<file path="src/rtl/fetch_unit_pkg.sv">
// Shared types and constants for the fetch unit and its instruction queue.
package fetch_unit_pkg;

    typedef enum logic [1:0] {
        FETCH = 2'd0,
        WAIT  = 2'd1,
        DRAIN = 2'd2
    } fetch_state_t;

    localparam logic [15:0] NO_PRED = 16'hFFFF;

    typedef struct packed {
        logic [15:0] data;
        logic [15:0] pc;
        logic        pred_taken;
        logic [15:0] pred_target;
    } fq_entry_t;

    // Follow the predictor when it has an opinion, otherwise fall through (wraps at 16'hFFFF).
    function automatic logic [15:0] next_fetch_pc(input logic [15:0] pc, input logic [15:0] pred);
        return (pred != NO_PRED) ? pred : (pc + 16'd1);
    endfunction

endpackage

</file>
<file path="src/rtl/fetch_unit_if.sv">
// Predictor, instruction-memory, redirect and decode-side signals of the fetch unit.
interface fetch_unit_if;

    logic        pred_request;
    logic [15:0] pred_pc;
    logic [15:0] pred_address;

    logic        imem_req;
    logic [15:0] imem_addr;
    logic        imem_ready;
    logic        imem_valid;
    logic [15:0] imem_data;

    logic        redirect;
    logic [15:0] redirect_pc;

    logic        inst_valid;
    logic        inst_ready;
    logic [15:0] inst_data;
    logic [15:0] inst_pc;
    logic        inst_pred_taken;
    logic [15:0] inst_pred_target;

    modport master (
        output pred_request, pred_pc, imem_req, imem_addr,
               inst_valid, inst_data, inst_pc, inst_pred_taken, inst_pred_target,
        input  pred_address, imem_ready, imem_valid, imem_data,
               redirect, redirect_pc, inst_ready
    );

    modport slave (
        input  pred_request, pred_pc, imem_req, imem_addr,
               inst_valid, inst_data, inst_pc, inst_pred_taken, inst_pred_target,
        output pred_address, imem_ready, imem_valid, imem_data,
               redirect, redirect_pc, inst_ready
    );

endinterface

</file>
<file path="src/rtl/fetch_unit_queue.sv">
// Instruction queue between fetch and decode: circular buffer with push, pop and flush.
module fetch_queue
    import fetch_unit_pkg::*;
#(
    parameter int   DEPTH = 4,
    localparam int  CNT_W = $clog2(DEPTH) + 1
) (
    input  logic             clk,
    input  logic             rst_n,
    input  logic             push,
    input  fq_entry_t        push_entry,
    input  logic             pop,
    input  logic             flush,
    output logic [CNT_W-1:0] count,
    output logic             head_valid,
    output fq_entry_t        head
);

    localparam int               PTR_W   = CNT_W - 1;
    localparam logic [CNT_W-1:0] DEPTH_C = CNT_W'(DEPTH);

    fq_entry_t        mem_r [DEPTH];
    logic [PTR_W-1:0] rd_ptr_r;
    logic [PTR_W-1:0] wr_ptr_r;
    logic [CNT_W-1:0] count_r;
    logic             do_push_s;
    logic             do_pop_s;

    // Qualify requests so a full queue never overwrites and an empty one never underflows.
    always_comb begin
        do_push_s = push && (count_r != DEPTH_C);
        do_pop_s  = pop && (count_r != {CNT_W{1'b0}});
    end

    // Storage, pointers and occupancy; depth is a power of two so pointers wrap naturally.
    always_ff @(posedge clk or negedge rst_n) begin
        if (!rst_n) begin
            rd_ptr_r <= {PTR_W{1'b0}};
            wr_ptr_r <= {PTR_W{1'b0}};
            count_r  <= {CNT_W{1'b0}};
            for (int i = 0; i < DEPTH; i++) begin
                mem_r[i] <= '0;
            end
        end else if (flush) begin
            rd_ptr_r <= {PTR_W{1'b0}};
            wr_ptr_r <= {PTR_W{1'b0}};
            count_r  <= {CNT_W{1'b0}};
        end else begin
            if (do_push_s) begin
                mem_r[wr_ptr_r] <= push_entry;
                wr_ptr_r        <= wr_ptr_r + PTR_W'(1'b1);
            end
            if (do_pop_s) begin
                rd_ptr_r <= rd_ptr_r + PTR_W'(1'b1);
            end
            case ({do_push_s, do_pop_s})
                2'b10:   count_r <= count_r + CNT_W'(1'b1);
                2'b01:   count_r <= count_r - CNT_W'(1'b1);
                default: count_r <= count_r;
            endcase
        end
    end

    assign count      = count_r;
    assign head_valid = (count_r != {CNT_W{1'b0}});
    assign head       = mem_r[rd_ptr_r];

endmodule

</file>
<file path="src/rtl/fetch_unit.sv">
// Instruction fetch: issues one memory read at a time, consults the branch predictor
// on issue, and queues returned instructions for decode; redirects flush everything.
module fetch_unit
    import fetch_unit_pkg::*;
#(
    parameter logic [15:0] RESET_PC    = 16'h0000,
    parameter int          QUEUE_DEPTH = 4
) (
    input  logic            clk,
    input  logic            rst_n,
    fetch_unit_if.master    bus
);

    localparam int               CNT_W   = $clog2(QUEUE_DEPTH) + 1;
    localparam logic [CNT_W-1:0] DEPTH_C = CNT_W'(QUEUE_DEPTH);

    fetch_state_t     state_r;
    logic [15:0]      pc_r;
    logic [15:0]      lat_pc_r;
    logic             lat_taken_r;
    logic [15:0]      lat_target_r;

    logic             req_s;
    logic             accept_s;
    logic             push_s;
    logic             pop_s;
    logic             flush_s;
    fq_entry_t        push_entry_s;
    fq_entry_t        head_s;
    logic             head_valid_s;
    logic [CNT_W-1:0] q_count_s;

    // Request only from FETCH with queue room; reset and redirect gate it in the same cycle.
    always_comb begin
        req_s = 1'b0;
        case (state_r)
            FETCH: begin
                if (rst_n && (q_count_s < DEPTH_C) && !bus.redirect) begin
                    req_s = 1'b1;
                end else begin
                    req_s = 1'b0;
                end
            end
            default: req_s = 1'b0;
        endcase
    end

    // Queue control; a response arriving together with a redirect is dropped by the flush.
    always_comb begin
        accept_s     = req_s && bus.imem_ready;
        push_s       = (state_r == WAIT) && bus.imem_valid && !bus.redirect;
        flush_s      = bus.redirect;
        pop_s        = head_valid_s && bus.inst_ready;
        push_entry_s = '{data:        bus.imem_data,
                         pc:          lat_pc_r,
                         pred_taken:  lat_taken_r,
                         pred_target: lat_target_r};
    end

    // Fetch sequencing: FETCH issues, WAIT collects the response, DRAIN swallows a stale one.
    always_ff @(posedge clk or negedge rst_n) begin
        if (!rst_n) begin
            state_r      <= FETCH;
            pc_r         <= RESET_PC;
            lat_pc_r     <= 16'h0000;
            lat_taken_r  <= 1'b0;
            lat_target_r <= 16'h0000;
        end else begin
            case (state_r)
                FETCH: begin
                    if (bus.redirect) begin
                        pc_r <= bus.redirect_pc;
                    end else if (accept_s) begin
                        lat_pc_r     <= pc_r;
                        lat_taken_r  <= (bus.pred_address != NO_PRED);
                        lat_target_r <= bus.pred_address;
                        pc_r         <= next_fetch_pc(pc_r, bus.pred_address);
                        state_r      <= WAIT;
                    end else begin
                        state_r <= FETCH;
                    end
                end
                WAIT: begin
                    if (bus.redirect) begin
                        pc_r    <= bus.redirect_pc;
                        state_r <= bus.imem_valid ? FETCH : DRAIN;
                    end else if (bus.imem_valid) begin
                        state_r <= FETCH;
                    end else begin
                        state_r <= WAIT;
                    end
                end
                DRAIN: begin
                    if (bus.redirect) begin
                        pc_r <= bus.redirect_pc;
                    end else begin
                        pc_r <= pc_r;
                    end
                    if (bus.imem_valid) begin
                        state_r <= FETCH;
                    end else begin
                        state_r <= DRAIN;
                    end
                end
                default: state_r <= FETCH;
            endcase
        end
    end

    fetch_queue #(
        .DEPTH (QUEUE_DEPTH)
    ) u_queue (
        .clk        (clk),
        .rst_n      (rst_n),
        .push       (push_s),
        .push_entry (push_entry_s),
        .pop        (pop_s),
        .flush      (flush_s),
        .count      (q_count_s),
        .head_valid (head_valid_s),
        .head       (head_s)
    );

    assign bus.imem_req         = req_s;
    assign bus.pred_request     = req_s;
    assign bus.imem_addr        = pc_r;
    assign bus.pred_pc          = pc_r;
    assign bus.inst_valid       = head_valid_s;
    assign bus.inst_data        = head_s.data;
    assign bus.inst_pc          = head_s.pc;
    assign bus.inst_pred_taken  = head_s.pred_taken;
    assign bus.inst_pred_target = head_s.pred_target;

endmodule

</file>
<file path="src/flat_wrapper.sv">
// flat-port wrapper written by rule: the top's interface ports become plain ports
module fetch_unit_flat import fetch_unit_pkg::*;
#(
    parameter logic [15:0] RESET_PC    = 16'h0000,
    parameter int          QUEUE_DEPTH = 4
)
  (clk, rst_n, bus_pred_request, bus_pred_pc, bus_imem_req, bus_imem_addr, bus_inst_valid, bus_inst_data, bus_inst_pc, bus_inst_pred_taken, bus_inst_pred_target, bus_pred_address, bus_imem_ready, bus_imem_valid, bus_imem_data, bus_redirect, bus_redirect_pc, bus_inst_ready);
  fetch_unit_if bus_i ();
  input  logic clk;
  input  logic rst_n;
  output wire logic [$bits(bus_i.pred_request)-1:0] bus_pred_request;
  output wire logic [$bits(bus_i.pred_pc)-1:0] bus_pred_pc;
  output wire logic [$bits(bus_i.imem_req)-1:0] bus_imem_req;
  output wire logic [$bits(bus_i.imem_addr)-1:0] bus_imem_addr;
  output wire logic [$bits(bus_i.inst_valid)-1:0] bus_inst_valid;
  output wire logic [$bits(bus_i.inst_data)-1:0] bus_inst_data;
  output wire logic [$bits(bus_i.inst_pc)-1:0] bus_inst_pc;
  output wire logic [$bits(bus_i.inst_pred_taken)-1:0] bus_inst_pred_taken;
  output wire logic [$bits(bus_i.inst_pred_target)-1:0] bus_inst_pred_target;
  input wire logic [$bits(bus_i.pred_address)-1:0] bus_pred_address;
  input wire logic [$bits(bus_i.imem_ready)-1:0] bus_imem_ready;
  input wire logic [$bits(bus_i.imem_valid)-1:0] bus_imem_valid;
  input wire logic [$bits(bus_i.imem_data)-1:0] bus_imem_data;
  input wire logic [$bits(bus_i.redirect)-1:0] bus_redirect;
  input wire logic [$bits(bus_i.redirect_pc)-1:0] bus_redirect_pc;
  input wire logic [$bits(bus_i.inst_ready)-1:0] bus_inst_ready;
  assign bus_pred_request = bus_i.pred_request;
  assign bus_pred_pc = bus_i.pred_pc;
  assign bus_imem_req = bus_i.imem_req;
  assign bus_imem_addr = bus_i.imem_addr;
  assign bus_inst_valid = bus_i.inst_valid;
  assign bus_inst_data = bus_i.inst_data;
  assign bus_inst_pc = bus_i.inst_pc;
  assign bus_inst_pred_taken = bus_i.inst_pred_taken;
  assign bus_inst_pred_target = bus_i.inst_pred_target;
  assign bus_i.pred_address = bus_pred_address;
  assign bus_i.imem_ready = bus_imem_ready;
  assign bus_i.imem_valid = bus_imem_valid;
  assign bus_i.imem_data = bus_imem_data;
  assign bus_i.redirect = bus_redirect;
  assign bus_i.redirect_pc = bus_redirect_pc;
  assign bus_i.inst_ready = bus_inst_ready;
  fetch_unit #(.RESET_PC(RESET_PC), .QUEUE_DEPTH(QUEUE_DEPTH)) u_core (.clk(clk), .rst_n(rst_n), .bus(bus_i));
endmodule
</file>
<file path="config.mk">
export PLATFORM = sky130hd
export DESIGN_NAME = fetch_unit_flat
export DESIGN_NICKNAME = d
export VERILOG_FILES = /design/src/rtl/fetch_unit_pkg.sv /design/src/rtl/fetch_unit_if.sv /design/src/rtl/fetch_unit_queue.sv /design/src/rtl/fetch_unit.sv /design/src/flat_wrapper.sv
export SDC_FILE = /design/constraint.sdc
export NUM_CORES = 1
export LEC_CHECK = 0
export BUFFER_PORTS_ARGS = -buffer_cell sky130_fd_sc_hd__buf_4
export CAP_MARGIN = 15
export CORE_MARGIN = 4
export CORE_UTILIZATION = 55
export CTS_CLUSTER_DIAMETER = 200
export DETAILED_ROUTE_END_ITERATION = 8
export PLACE_DENSITY = 0.72
export SKIP_LAST_GASP = 1
export SLEW_MARGIN = 20
export SYNTH_ARGS = -nofsm -noshare
export SYNTH_HDL_FRONTEND = slang
export SYNTH_SLANG_ARGS = --single-unit
</file>
<file path="constraint.sdc">
create_clock -name clk -period 2.9 [get_ports clk]
set_input_delay 0.58 -clock clk [delete_from_list [all_inputs] [get_ports clk]]
set_output_delay 0.58 -clock clk [all_outputs]
set_load 0.02 [all_outputs]
</file>
==> summary.md <==
| Metric | Value |
|---|---|
| Register Area | `6360 um2` |
| Residual DRC | `0` |
| CP peak stage delay | `810 ps` |
| Reg2Reg Depth | `6` |
| Final ANT Viol Nets | `0` |
| Multi-input logic area | `4830 um2` |
| Yosys warns | `0` |
| H-Tree Level Count | `1` |
| GRT Total Usage | `23.7%` |
| Clock Latency Late Sink | `520 ps` |
| Worst Min Path Start | `bus_imem_data[4]` |
| Syn Std Cell Area | `11,600 um2` |
| Period utilization | `94.4%` |
| CTS clk-pin slew, worst paths | `60 ps` |
| Max-Cap Viols | `0` |
| Post-CTS sizing | `0` |
| Layout cells sized above 1 | `53.7%` |
| Area grow syn2layout | `19.1%` |
| Initial antenna violation count | `0` |
| Synth Instances | `779` |
| Yosys reg bits | `254` |
| Detailed Route WL | `27,700 um` |
| Final min period | `2740 ps` |
| # rows | `52` |
| Clock Tree Buf Depth | `3` |
| Arrival time at the worst endpoint | `2160 ps` |
| Die Span Y | `153 um` |
| N_diodes | `0` |
| IO Port Bufs | `137` |
| Vias per cell | `6.14` |
| Slowest CP cell | `dfrtp_2` |
| Starting DRC count in detailed routing | `545` |
| # IOs | `138` |
| WP data required | `2320 ps` |
| # nets final | `969` |
| Hold Crit Depth | `2` |
| Num CTS Buffers | `28` |
| Area contributors post-synth | `dfrtp_1 (55%), mux2_2 (22%), mux4_2 (9.5%)` |
| Outcome | `finished clean` |
| Mapped Avg Cell Area | `14.9 um2` |
| Vias | `7,352` |
| Gr ovfl total | `0` |
| Endpoints failing hold | `0` |
| Number of global-route vias before repair | `7,872` |
| Reg-to-reg slack, setup | `640 ps` |
| PD cells | `928 nW/um2` |
| RSZ-0062 raised after global routing | `false` |
| Peak supply drop | `0.000602 V` |
| Placer congestion estimate | `0.927` |
| Largest area contributor in the netlist | `dfrtp_1` |
| WS Path Type | `register to output port` |
| Sequential share of the synthesized area | `54.9%` |
| Crit path capture type | `output port` |
| Syn Nets | `843` |
| CTS sink cnt | `254` |
| Die ar. | `23,400 um2` |
| Crit-path cells | `buf_4 -> mux4_2 -> buf_4` |
| Post-synth EDFFs | `0` |
| Slew Limit Headroom | `38.7%` |
| Setup_tns | `0 ps` |
| Die width | `153 um` |
| Number of unique standard cell types used by synthesis | `57` |
| CTS tree | `built` |
| Initial Util | `56.5%` |
| First-pass GRT wire length | `44,500 um` |
| Hold Path Class | `primary input to register` |
| Most frequent cells in the layout | `dfrtp_1 (252), mux2_2 (222), buf_4 (153), mux4_2 (49), clkbuf_16 (29)` |
| Fill cells | `1,439` |
| Crit Reg-Reg Endpoint | `u_core.bus.imem_addr[14]$_DFFE_PN0P_` |
| WHS Endpoint | `u_core.u_queue.mem_r[86]$_DFFE_PN0P_` |
| # placed instances | `1,144` |
| Commonest non-fill, non-tap cell in the layout | `dfrtp_1` |
| Max Fclk | `0.365 GHz` |
| R2R Path Start | `u_core.state_r[0]$_DFFE_PN0P_` |
| Worst-path maximum fanout | `19` |
| CTS Root Cell | `clkbuf_16` |
| Critical path's most frequent cell | `buf_4` |
| Element type at the critical path start | `register` |
| Max Transition Viols Final | `0` |
| Post-synth top flop | `dfrtp_1` |
| Top-area cell type share of the netlist area | `54.9%` |
| Async S/R FF share, synth | `100%` |
| Setup-failing EPs final | `0` |
| Final cell count without fillers | `1,197` |
| Fin Clk Skew | `6.63 ps` |
| Slew at the pin with the worst max-slew slack | `920 ps` |
| Largest net degree at the start of global routing | `154` |
| Worst hold slack | `305 ps` |
| WL per Instance | `23.2 um` |
| HPWL after detailed placement | `18,800 um` |
| Router iterations before antenna repair | `7` |
| Core ar. | `20,500 um2` |
| P_leak | `6.55 nW` |
-- synth_stat cells (3+ instances only) --
cell and count:
dfrtp_1 254, mux2_2 222, mux4_2 49, buf_2 25
buf_4 25, nand2_1 24, a21oi_1 17, clkbuf_1 14
o21ai_0 13, nor2_1 11, inv_1 10, ha_1 9
nand3_1 8, a31oi_1 7, nand4_1 7, nor3_1 7
o211ai_1 6, a31o_2 5, a2bb2oi_1 4, and3_1 4
or4_1 4, a211oi_1 3, mux2_1 3, o22a_1 3
o22ai_1 3, o31a_1 3
-- through the flow --
step	setup slack, ps	instance area [um2]	total power (W)	util (%)
after floorplan	865	11600	0.00762	-
after global placement	694	12800	0.00919	62.7
after detailed placement	613	12800	0.00938	62.7
after CTS	144	13800	0.0129	67.3
after global routing	87.0	13800	0.0134	67.3
final	162	13800	0.0128	67.3
-- state kept, by name, indices dropped and copies added (netlist names) --
register and flops:
u_core.u_queue.mem_r 196, u_core.bus.imem_addr 16, u_core.lat_pc_r 16, u_core.lat_target_r 16, u_core.u_queue.count 3, u_core.state_r 2
u_core.u_queue.rd_ptr_r 2, u_core.u_queue.wr_ptr_r 2, u_core.lat_taken_r 1
-- worst max path at each step --
stage,startpoint,endpoint,slack [ps],depth (start not counted)
3_3_place_gp,u_core.u_queue.rd_ptr_r[0]$_DFFE_PN0P_,bus_inst_pc[1],690,3
5_1_grt,u_core.u_queue.rd_ptr_r[0]$_DFFE_PN0P_,bus_inst_pc[1],90,3
6_report,u_core.u_queue.rd_ptr_r[1]$_DFFE_PN0P_,bus_inst_pred_target[11],160,3
2_1_floorplan,bus_redirect,u_core.u_queue.count[2]$_DFFE_PN0P_,870,5
3_5_place_dp,rst_n,u_core.bus.imem_addr[14]$_DFFE_PN0P_,610,5
4_1_cts,u_core.u_queue.rd_ptr_r[0]$_DFFE_PN0P_,bus_inst_pc[9],140,3
-- what timing repair did --
action | in CTS | in global routing
setup buffers | 0 | 0
endpoints found under the setup margin | 0 | 0
hold buffers | 1 | 0
hold endpoints to repair | 29 | 0
-- routing by layer --
| metal | vias to the layer above | track usage (%) | share of wire (%) |
|---|---|---|---|
| met5 | - | 0 | 0 |
| met4 | 0 | 4.96 | 1.7 |
| met3 | 48 | 3.99 | 6.6 |
| met2 | 297 | 38.8 | 49 |
| met1 | 3845 | 34.0 | 42 |
| li1 | 3162 | - | - |
-- worst max-delay path, delay by kind of cell (launching register included) --
family | cells | cell delay [ps]
muxes | 1 | 340
buffers and inverters | 2 | 480
DFF | 1 | 810
-- cells by family after synthesis --
| logic type | count (synthesis) | synth area share (%) |
|---|---|---|
| buffers and inverters | 75 | 3.51 |
| AO/OA/AOI/OAI | 77 | 4.56 |
| adder cells (fa/ha/maj) | 10 | 1.15 |
| flip-flops | 254 | 54.9 |
| AND/OR/NAND/NOR | 84 | 4.04 |
| XOR/XNOR | 3 | 0.227 |
| multiplexers | 276 | 31.6 |
-- area by class of cell --
class / instances / share of cell area [%]
clock buffer: 39 / 5.90
timing repair buffer: 161 / 9.38
clock inverter: 13 / 0.862
tap: 270 / 2.45
multi-input combinational: 450 / 35.0
inverter: 10 / 0.272
sequential: 254 / 46.1
-- report_power, final --
part / leakage [nW] / switching (W) / internal [W]
clock: 0.471 / 0.00137 / 0.00213
sequential: 3.36 / 0.000843 / 0.00431
combinational: 2.72 / 0.00200 / 0.00215
total: 6.55 / 0.00422 / 0.00858
(Power assumes the default switching activity.)
